### config.mk
export PLATFORM = sky130hd
export DESIGN_NAME = pov_spi_tx
export DESIGN_NICKNAME = d
export VERILOG_FILES = /design/src/rtl/pov_spi_tx_pkg.sv /design/src/rtl/spi_tx_serdes.sv /design/src/rtl/pov_spi_tx.sv
export SDC_FILE = /design/constraint.sdc
export NUM_CORES = 1
export LEC_CHECK = 0
export CORE_MARGIN = 4
export CORE_UTILIZATION = 30
export CTS_CLUSTER_DIAMETER = 100
export CTS_CLUSTER_SIZE = 24
export DETAILED_ROUTE_END_ITERATION = 8
export GPL_ROUTABILITY_DRIVEN = 0
export HOLD_SLACK_MARGIN = 0.1
export SLEW_MARGIN = 0
export SYNTH_ARGS = -nofsm -noshare
export SYNTH_HDL_FRONTEND = slang
export SYNTH_SLANG_ARGS = --single-unit
### constraint.sdc
create_clock -name clk -period 1.68 [get_ports clk]
set_clock_uncertainty 0.05 [all_clocks]
set_input_delay 0.336 -clock clk [delete_from_list [all_inputs] [get_ports clk]]
set_output_delay 0.336 -clock clk [all_outputs]
set_load 0.01 [all_outputs]
### src/rtl/pov_spi_tx_pkg.sv
// Shared POV SPI definitions: word count and FSM encodings.
// Used by the transmitter and the rbzero-side receiver.
package pov_spi_tx_pkg;

  localparam int POV_WORDS = 6;

  localparam logic [1:0] ST_IDLE  = 2'd0;
  localparam logic [1:0] ST_SHIFT = 2'd1;
  localparam logic [1:0] ST_HOLD  = 2'd2;

  typedef enum logic [1:0] {
    IDLE  = ST_IDLE,
    SHIFT = ST_SHIFT,
    HOLD  = ST_HOLD
  } tx_state_e;

endpackage

### src/rtl/spi_tx_serdes.sv
// Generic SPI mode-0 SCLK divider and MSB-first shifter.
// Ports: clk, reset, load/data (start), run, shift_en, tick,
// last_fall, sclk, mosi.
module spi_tx_serdes #(
  parameter int WIDTH   = 144,
  parameter int CLK_DIV = 2
) (
  input  logic             clk,
  input  logic             reset,
  input  logic             load,
  input  logic [WIDTH-1:0] data,
  input  logic             run,
  input  logic             shift_en,
  output logic             tick,
  output logic             last_fall,
  output logic             sclk,
  output logic             mosi
);

  localparam int DW = $clog2(CLK_DIV + 1);
  localparam int BW = $clog2(WIDTH + 1);
  localparam logic [DW-1:0] DIV_END = DW'(CLK_DIV - 1);
  localparam logic [BW-1:0] BIT_END = BW'(WIDTH - 1);

  logic [DW-1:0]    div_q;
  logic [BW-1:0]    bit_q;
  logic [WIDTH-1:0] sreg_q;
  logic             fall;

  // tick marks the end of one SCLK half-period
  assign tick      = run && (div_q == DIV_END);
  assign fall      = tick && shift_en && sclk;
  assign last_fall = fall && (bit_q == BIT_END);

  always_ff @(posedge clk) begin
    if (reset) begin
      div_q  <= '0;
      bit_q  <= '0;
      sreg_q <= '0;
      sclk   <= 1'b0;
      mosi   <= 1'b0;
    end else if (load) begin
      // first bit goes out with ss_n, before any SCLK edge
      div_q  <= '0;
      bit_q  <= '0;
      sclk   <= 1'b0;
      mosi   <= data[WIDTH-1];
      sreg_q <= data << 1;
    end else if (run) begin
      div_q <= tick ? '0 : div_q + 1'b1;
      if (tick && shift_en) begin
        sclk <= ~sclk;
      end
      if (fall) begin
        mosi   <= last_fall ? 1'b0 : sreg_q[WIDTH-1];
        sreg_q <= sreg_q << 1;
        bit_q  <= bit_q + 1'b1;
      end
    end
  end

endmodule

### src/rtl/pov_spi_tx.sv
// SPI master sending one POV frame (player/facing/vplane X,Y).
// Ports: clk, reset, i_start, i_playerX..i_vplaneY, o_busy,
// o_done, o_sclk, o_mosi, o_ss_n.
// Option: POV_SPI_TX_CHANGED_ONLY_EN skips unchanged frames.
module pov_spi_tx
  import pov_spi_tx_pkg::*;
#(
  parameter int F_BITS  = 24,
  parameter int CLK_DIV = 2
) (
  input  logic              clk,
  input  logic              reset,
  input  logic              i_start,
  input  logic [F_BITS-1:0] i_playerX,
  input  logic [F_BITS-1:0] i_playerY,
  input  logic [F_BITS-1:0] i_facingX,
  input  logic [F_BITS-1:0] i_facingY,
  input  logic [F_BITS-1:0] i_vplaneX,
  input  logic [F_BITS-1:0] i_vplaneY,
  output logic              o_busy,
  output logic              o_done,
  output logic              o_sclk,
  output logic              o_mosi,
  output logic              o_ss_n
);

  localparam int B = POV_WORDS * F_BITS;

  tx_state_e      state_q;
  tx_state_e      state_d;
  logic [B-1:0]   frame;
  logic           load;
  logic           done_d;
  logic           skip;
  logic           tick;
  logic           last_fall;

  assign frame = {i_playerX, i_playerY,
                  i_facingX, i_facingY,
                  i_vplaneX, i_vplaneY};

`ifdef POV_SPI_TX_CHANGED_ONLY_EN
  logic [B-1:0] shadow_q;
  logic [B-1:0] pend_q;

  assign skip = (frame == shadow_q);

  // pend_q commits only when a frame finishes normally
  always_ff @(posedge clk) begin
    if (reset) begin
      shadow_q <= '0;
      pend_q   <= '0;
    end else begin
      if (load) begin
        pend_q <= frame;
      end
      if (state_q == HOLD && tick) begin
        shadow_q <= pend_q;
      end
    end
  end
`else
  assign skip = 1'b0;
`endif

  always_comb begin
    state_d = state_q;
    load    = 1'b0;
    done_d  = 1'b0;
    unique case (state_q)
      IDLE: begin
        if (i_start) begin
          if (skip) begin
            done_d = 1'b1;
          end else begin
            state_d = SHIFT;
            load    = 1'b1;
          end
        end
      end
      SHIFT: begin
        if (last_fall) begin
          state_d = HOLD;
        end
      end
      HOLD: begin
        if (tick) begin
          state_d = IDLE;
          done_d  = 1'b1;
        end
      end
      default: state_d = IDLE;
    endcase
  end

  always_ff @(posedge clk) begin
    if (reset) begin
      state_q <= IDLE;
      o_ss_n  <= 1'b1;
      o_busy  <= 1'b0;
      o_done  <= 1'b0;
    end else begin
      state_q <= state_d;
      o_ss_n  <= (state_d == IDLE);
      o_busy  <= (state_d != IDLE);
      o_done  <= done_d;
    end
  end

  spi_tx_serdes #(
    .WIDTH   (B),
    .CLK_DIV (CLK_DIV)
  ) u_serdes (
    .clk       (clk),
    .reset     (reset),
    .load      (load),
    .data      (frame),
    .run       (state_q != IDLE),
    .shift_en  (state_q == SHIFT),
    .tick      (tick),
    .last_fall (last_fall),
    .sclk      (o_sclk),
    .mosi      (o_mosi)
  );

endmodule
==> impl_results.rst <==
.. list-table::
   :header-rows: 1

   * - Metric
     - Value
   * - Status
     - complete, no violations
   * - Post-synth net total
     - 868
   * - Cell row count
     - 52
   * - Nets
     - 1,005
   * - Type of the most critical hold path
     - input pin to flip-flop
   * - Slack of the worst reg-to-reg path
     - 0.15 ns
   * - Main combinational cell family by area after synthesis
     - compound AO/OA/AOI/OAI gates
   * - Initial Utilization
     - 30.7%
   * - Hold Crit Start
     - reset
   * - Sequential share of the synthesized area
     - 51.5%
   * - Capture point of the worst reg-to-reg path
     - u_serdes.sreg_q[21]$_SDFFE_PP0P_
   * - Routed via count
     - 5,605
   * - Hold bufs inserted after CTS
     - 0
   * - Slew @ Worst Pin
     - 0.400 ns
   * - X dimension of the die
     - 152 µm
   * - Mean area per synthesized cell
     - 8.64 µm²
   * - Number of design rule violations left after detail routing
     - 0
   * - Number of instances resized during post-cts repair
     - 4
   * - Largest fanout on the critical path
     - 1
   * - Worst hold margin
     - 0.246 ns
   * - Starting DRC count in detailed routing
     - 289
   * - Family with the most delay on the worst path
     - buffers and inverters
   * - Synth unique cells
     - 31
   * - Number of global-route vias before repair
     - 5,451
   * - CTS clk-pin slew, worst paths
     - 0.06 ns
   * - Shortest clock period the worst path allows after layout
     - 1.63 ns
   * - Worst Hold End
     - u_serdes.sreg_q[122]$_SDFFE_PP0P_
   * - Share of post-route cells with drive strength above 1
     - 8.29%
   * - Count of maximum capacitance violations
     - 0
   * - Pre-antenna DRT Iters
     - 4
   * - Cell area after synthesis
     - 6220 µm²
   * - Buffer count from post-CTS setup fixing
     - 0
   * - Total length of routed wires
     - 16,900 µm
   * - Antenna violations before repair
     - 2
   * - Max-slew headroom at the worst pin
     - 73.0%
   * - Gr busiest metal
     - met2
   * - Unrepaired setup endpoints after global routing
     - false
   * - Area added between synthesis and finish
     - 43.3%
   * - Period utilization
     - 96.9%
   * - Crit path buffers/inverters
     - 1
   * - Met2 routing resource usage after global routing
     - 22.2%
   * - Kind of end point of the critical path
     - output pin
   * - Endpoints failing hold
     - 0
   * - Met3 GRT Util
     - 4.98%
   * - Sum of overflow across all layers after global routing
     - 0
   * - Htree depth
     - 4
   * - Origin of the critical flop-to-flop path
     - state_q[1]$_SDFF_PP0_
   * - Met1 global-route usage
     - 18.4%
   * - Arrival time of the worst setup path
     - 1.24 ns
   * - First-pass GRT wire length
     - 27,400 µm
   * - # clock sinks
     - 160
   * - Max stage delay on crit path
     - 0.53 ns
   * - Number of pins with negative max-slew slack in the final report
     - 0
   * - Core Footprint
     - 20,300 µm²
   * - Category of the worst setup path launch point
     - flip-flop
   * - DP HPWL
     - 11,200 µm
   * - Category of the critical setup timing path
     - flip-flop to output pin
   * - Maximum vdd ir drop
     - 0.000643 V
   * - Worst Path Required
     - 1.29 ns
   * - Final setup violation count
     - 0
   * - TritonCTS clock tree
     - done
   * - Fraction of the mapped netlist area in compound gates
     - 29.1%
   * - Multiplexer area fraction after synthesis
     - 0%
   * - Yosys reg bits
     - 160
   * - Cts bufs inserted
     - 17
   * - Cell area power density
     - 1020 nW/µm²
   * - Sequence of cells on the critical path
     - clkdlybuf4s50_1
   * - Average wire per standard cell
     - 14.8 µm
   * - Gate Count Post-Synth
     - 720
   * - Cell depth of the worst hold path
     - 2
   * - Synth Area in Adders
     - 0.201%
   * - Ratio of routed vias to standard cells
     - 4.91
   * - Post-Synth Simple-Gate Area
     - 13.0%
   * - Floorplan die area
     - 23,100 µm²
   * - Final total negative setup slack
     - 0 ns
   * - XOR/XNOR Fraction of Synth Area
     - 1.13%
   * - Tot GR Track Use
     - 14.1%
   * - Clock tree buffer depth
     - 2
   * - Vertical die dimension
     - 152 µm
   * - Post-DRT Antenna Nets
     - 0
   * - Number of ports placed on the die boundary
     - 152
   * - Cell leakage power
     - 0.00305 µW
   * - Count of port buffers added during placement
     - 151
   * - Number of warnings issued by yosys
     - 0
   * - Clock root buffer master
     - sky130_fd_sc_hd__clkbuf_16
   * - Cells on worst reg2reg path
     - 6
   * - Maximum achievable frequency
     - 614 MHz
   * - Clock latency of the later-clocked register in the worst-skew pair
     - 0.41 ns
   * - Maximum number of pins on one net before global-route repair
     - 63
   * - Slowest-stage cell, CP
     - sky130_fd_sc_hd__clkdlybuf4s50_1
[Yosys cell counts]
cell / number / area share [%]
sky130_fd_sc_hd__nand3_1: 6 / 0.48
sky130_fd_sc_hd__nor3b_2: 1 / 0.20
sky130_fd_sc_hd__ha_1: 1 / 0.20
sky130_fd_sc_hd__a21oi_1: 145 / 12
sky130_fd_sc_hd__a21oi_4: 1 / 0.26
sky130_fd_sc_hd__buf_4: 5 / 0.60
sky130_fd_sc_hd__or3_1: 1 / 0.10
sky130_fd_sc_hd__o21ai_0: 2 / 0.16
sky130_fd_sc_hd__nor4b_1: 2 / 0.28
sky130_fd_sc_hd__nor4_1: 5 / 0.50
sky130_fd_sc_hd__nor3_1: 4 / 0.32
sky130_fd_sc_hd__clkbuf_1: 25 / 1.5
sky130_fd_sc_hd__a211oi_1: 1 / 0.12
sky130_fd_sc_hd__nor2_1: 18 / 1.1
sky130_fd_sc_hd__nand2b_1: 1 / 0.10
sky130_fd_sc_hd__inv_1: 3 / 0.18
sky130_fd_sc_hd__or2_2: 1 / 0.10
sky130_fd_sc_hd__a22oi_1: 139 / 17
sky130_fd_sc_hd__and4bb_4: 1 / 0.26
sky130_fd_sc_hd__and3_1: 1 / 0.10
sky130_fd_sc_hd__nand4_1: 1 / 0.10
sky130_fd_sc_hd__nor3b_1: 1 / 0.12
sky130_fd_sc_hd__nand2_1: 148 / 8.9
sky130_fd_sc_hd__o21bai_1: 1 / 0.12
sky130_fd_sc_hd__buf_1: 3 / 0.18
sky130_fd_sc_hd__xnor2_1: 5 / 0.70
sky130_fd_sc_hd__nand4bb_1: 1 / 0.18
sky130_fd_sc_hd__xor2_1: 3 / 0.42
sky130_fd_sc_hd__dfxtp_1: 160 / 51
sky130_fd_sc_hd__nand3b_1: 1 / 0.12
sky130_fd_sc_hd__buf_2: 33 / 2.7
[where the power goes]
part	total, µW	switching, µW	internal (µW)
Clock	3960	1510	2450
Combinational	1050	442	608
Sequential	4110	109	4000
Total	9120	2060	7060
[stage by stage]
stage | setup WS [ns] | power (µW) | cells | utilization (%) | cell area [µm²]
final | 0.0522 | 9120 | 1141 | 43.9 | 8920
after global placement | -0.303 | 5240 | 1108 | 40.8 | 8270
after floorplan | 0.168 | 4650 | 720 | - | 6220
after detailed placement | -0.348 | 5250 | 1108 | 40.8 | 8270
after global routing | 0.00154 | 9520 | 1141 | 43.9 | 8920
after CTS | 0.000796 | 9270 | 1139 | 43.7 | 8880
[state kept, by name, summed over array words and instances (netlist names)]
signal	cells
u_serdes.sclk	1
o_busy	1
o_done	1
o_ss_n	1
state_q	2
u_serdes.bit_q	8
u_serdes.mosi	1
u_serdes.div_q	2
u_serdes.sreg_q	143
[cell usage in the layout (no fill, tap or decap), types with 3 or more instances in the layout]
cell	synthesis	final
sky130_fd_sc_hd__buf_4	5	13
sky130_fd_sc_hd__xor2_1	3	3
sky130_fd_sc_hd__nor2_1	18	17
sky130_fd_sc_hd__nand2_1	148	148
sky130_fd_sc_hd__xnor2_1	5	5
sky130_fd_sc_hd__a21oi_1	145	145
sky130_fd_sc_hd__nor3_1	4	4
sky130_fd_sc_hd__clkdlybuf4s50_1	0	146
sky130_fd_sc_hd__nand3_1	6	6
sky130_fd_sc_hd__bufinv_16	0	3
sky130_fd_sc_hd__inv_1	3	3
sky130_fd_sc_hd__a22oi_1	139	139
sky130_fd_sc_hd__dlygate4sd2_1	0	3
sky130_fd_sc_hd__nor4_1	5	5
sky130_fd_sc_hd__clkbuf_8	0	3
sky130_fd_sc_hd__buf_12	0	19
sky130_fd_sc_hd__clkbuf_16	0	17
sky130_fd_sc_hd__dfxtp_1	160	157
[metal layers]
| layer | share of wire [%] | wire [µm] |
|---|---|---|
| met1 | 46 | 7830 |
| met2 | 47 | 7990 |
| met3 | 5.5 | 933 |
| met4 | 0.58 | 97 |
| met5 | 0 | 0 |
[cell type report]
cell class	instances	area, µm²
Antenna cell	2	5.00
Clock buffer	22	474
Clock inverter	9	133
Fill cell	2016	11400
Inverter	3	11.3
Multi-Input combinational cell	491	2730
Sequential cell	160	3210
Tap cell	270	338
Timing Repair Buffer	184	2020
[worst max path at each step]
stage,from,end,slack [ns],cells after the start
6_report,o_ss_n$_SDFF_PP1_,o_ss_n,0.05,1
4_1_cts,state_q[1]$_SDFF_PP0_,u_serdes.sreg_q[119]$_SDFFE_PP0P_,0.0008,6
3_3_place_gp,i_start,u_serdes.sreg_q[98]$_SDFFE_PP0P_,-0.30,6
2_1_floorplan,u_serdes.sclk$_SDFFE_PP0P_,u_serdes.sreg_q[80]$_SDFFE_PP0P_,0.17,7
3_5_place_dp,i_start,u_serdes.sreg_q[98]$_SDFFE_PP0P_,-0.35,6
5_1_grt,o_ss_n$_SDFF_PP1_,o_ss_n,0.002,1
[logic make-up after synthesis]
| logic type | Yosys count |
|---|---|
| AND/OR/NAND/NOR | 193 |
| adder cells (fa/ha/maj) | 1 |
| XOR/XNOR | 8 |
| buffers and inverters | 69 |
| flip-flops | 160 |
| AO/OA/AOI/OAI | 289 |
Power figures use the tool's default switching activity.
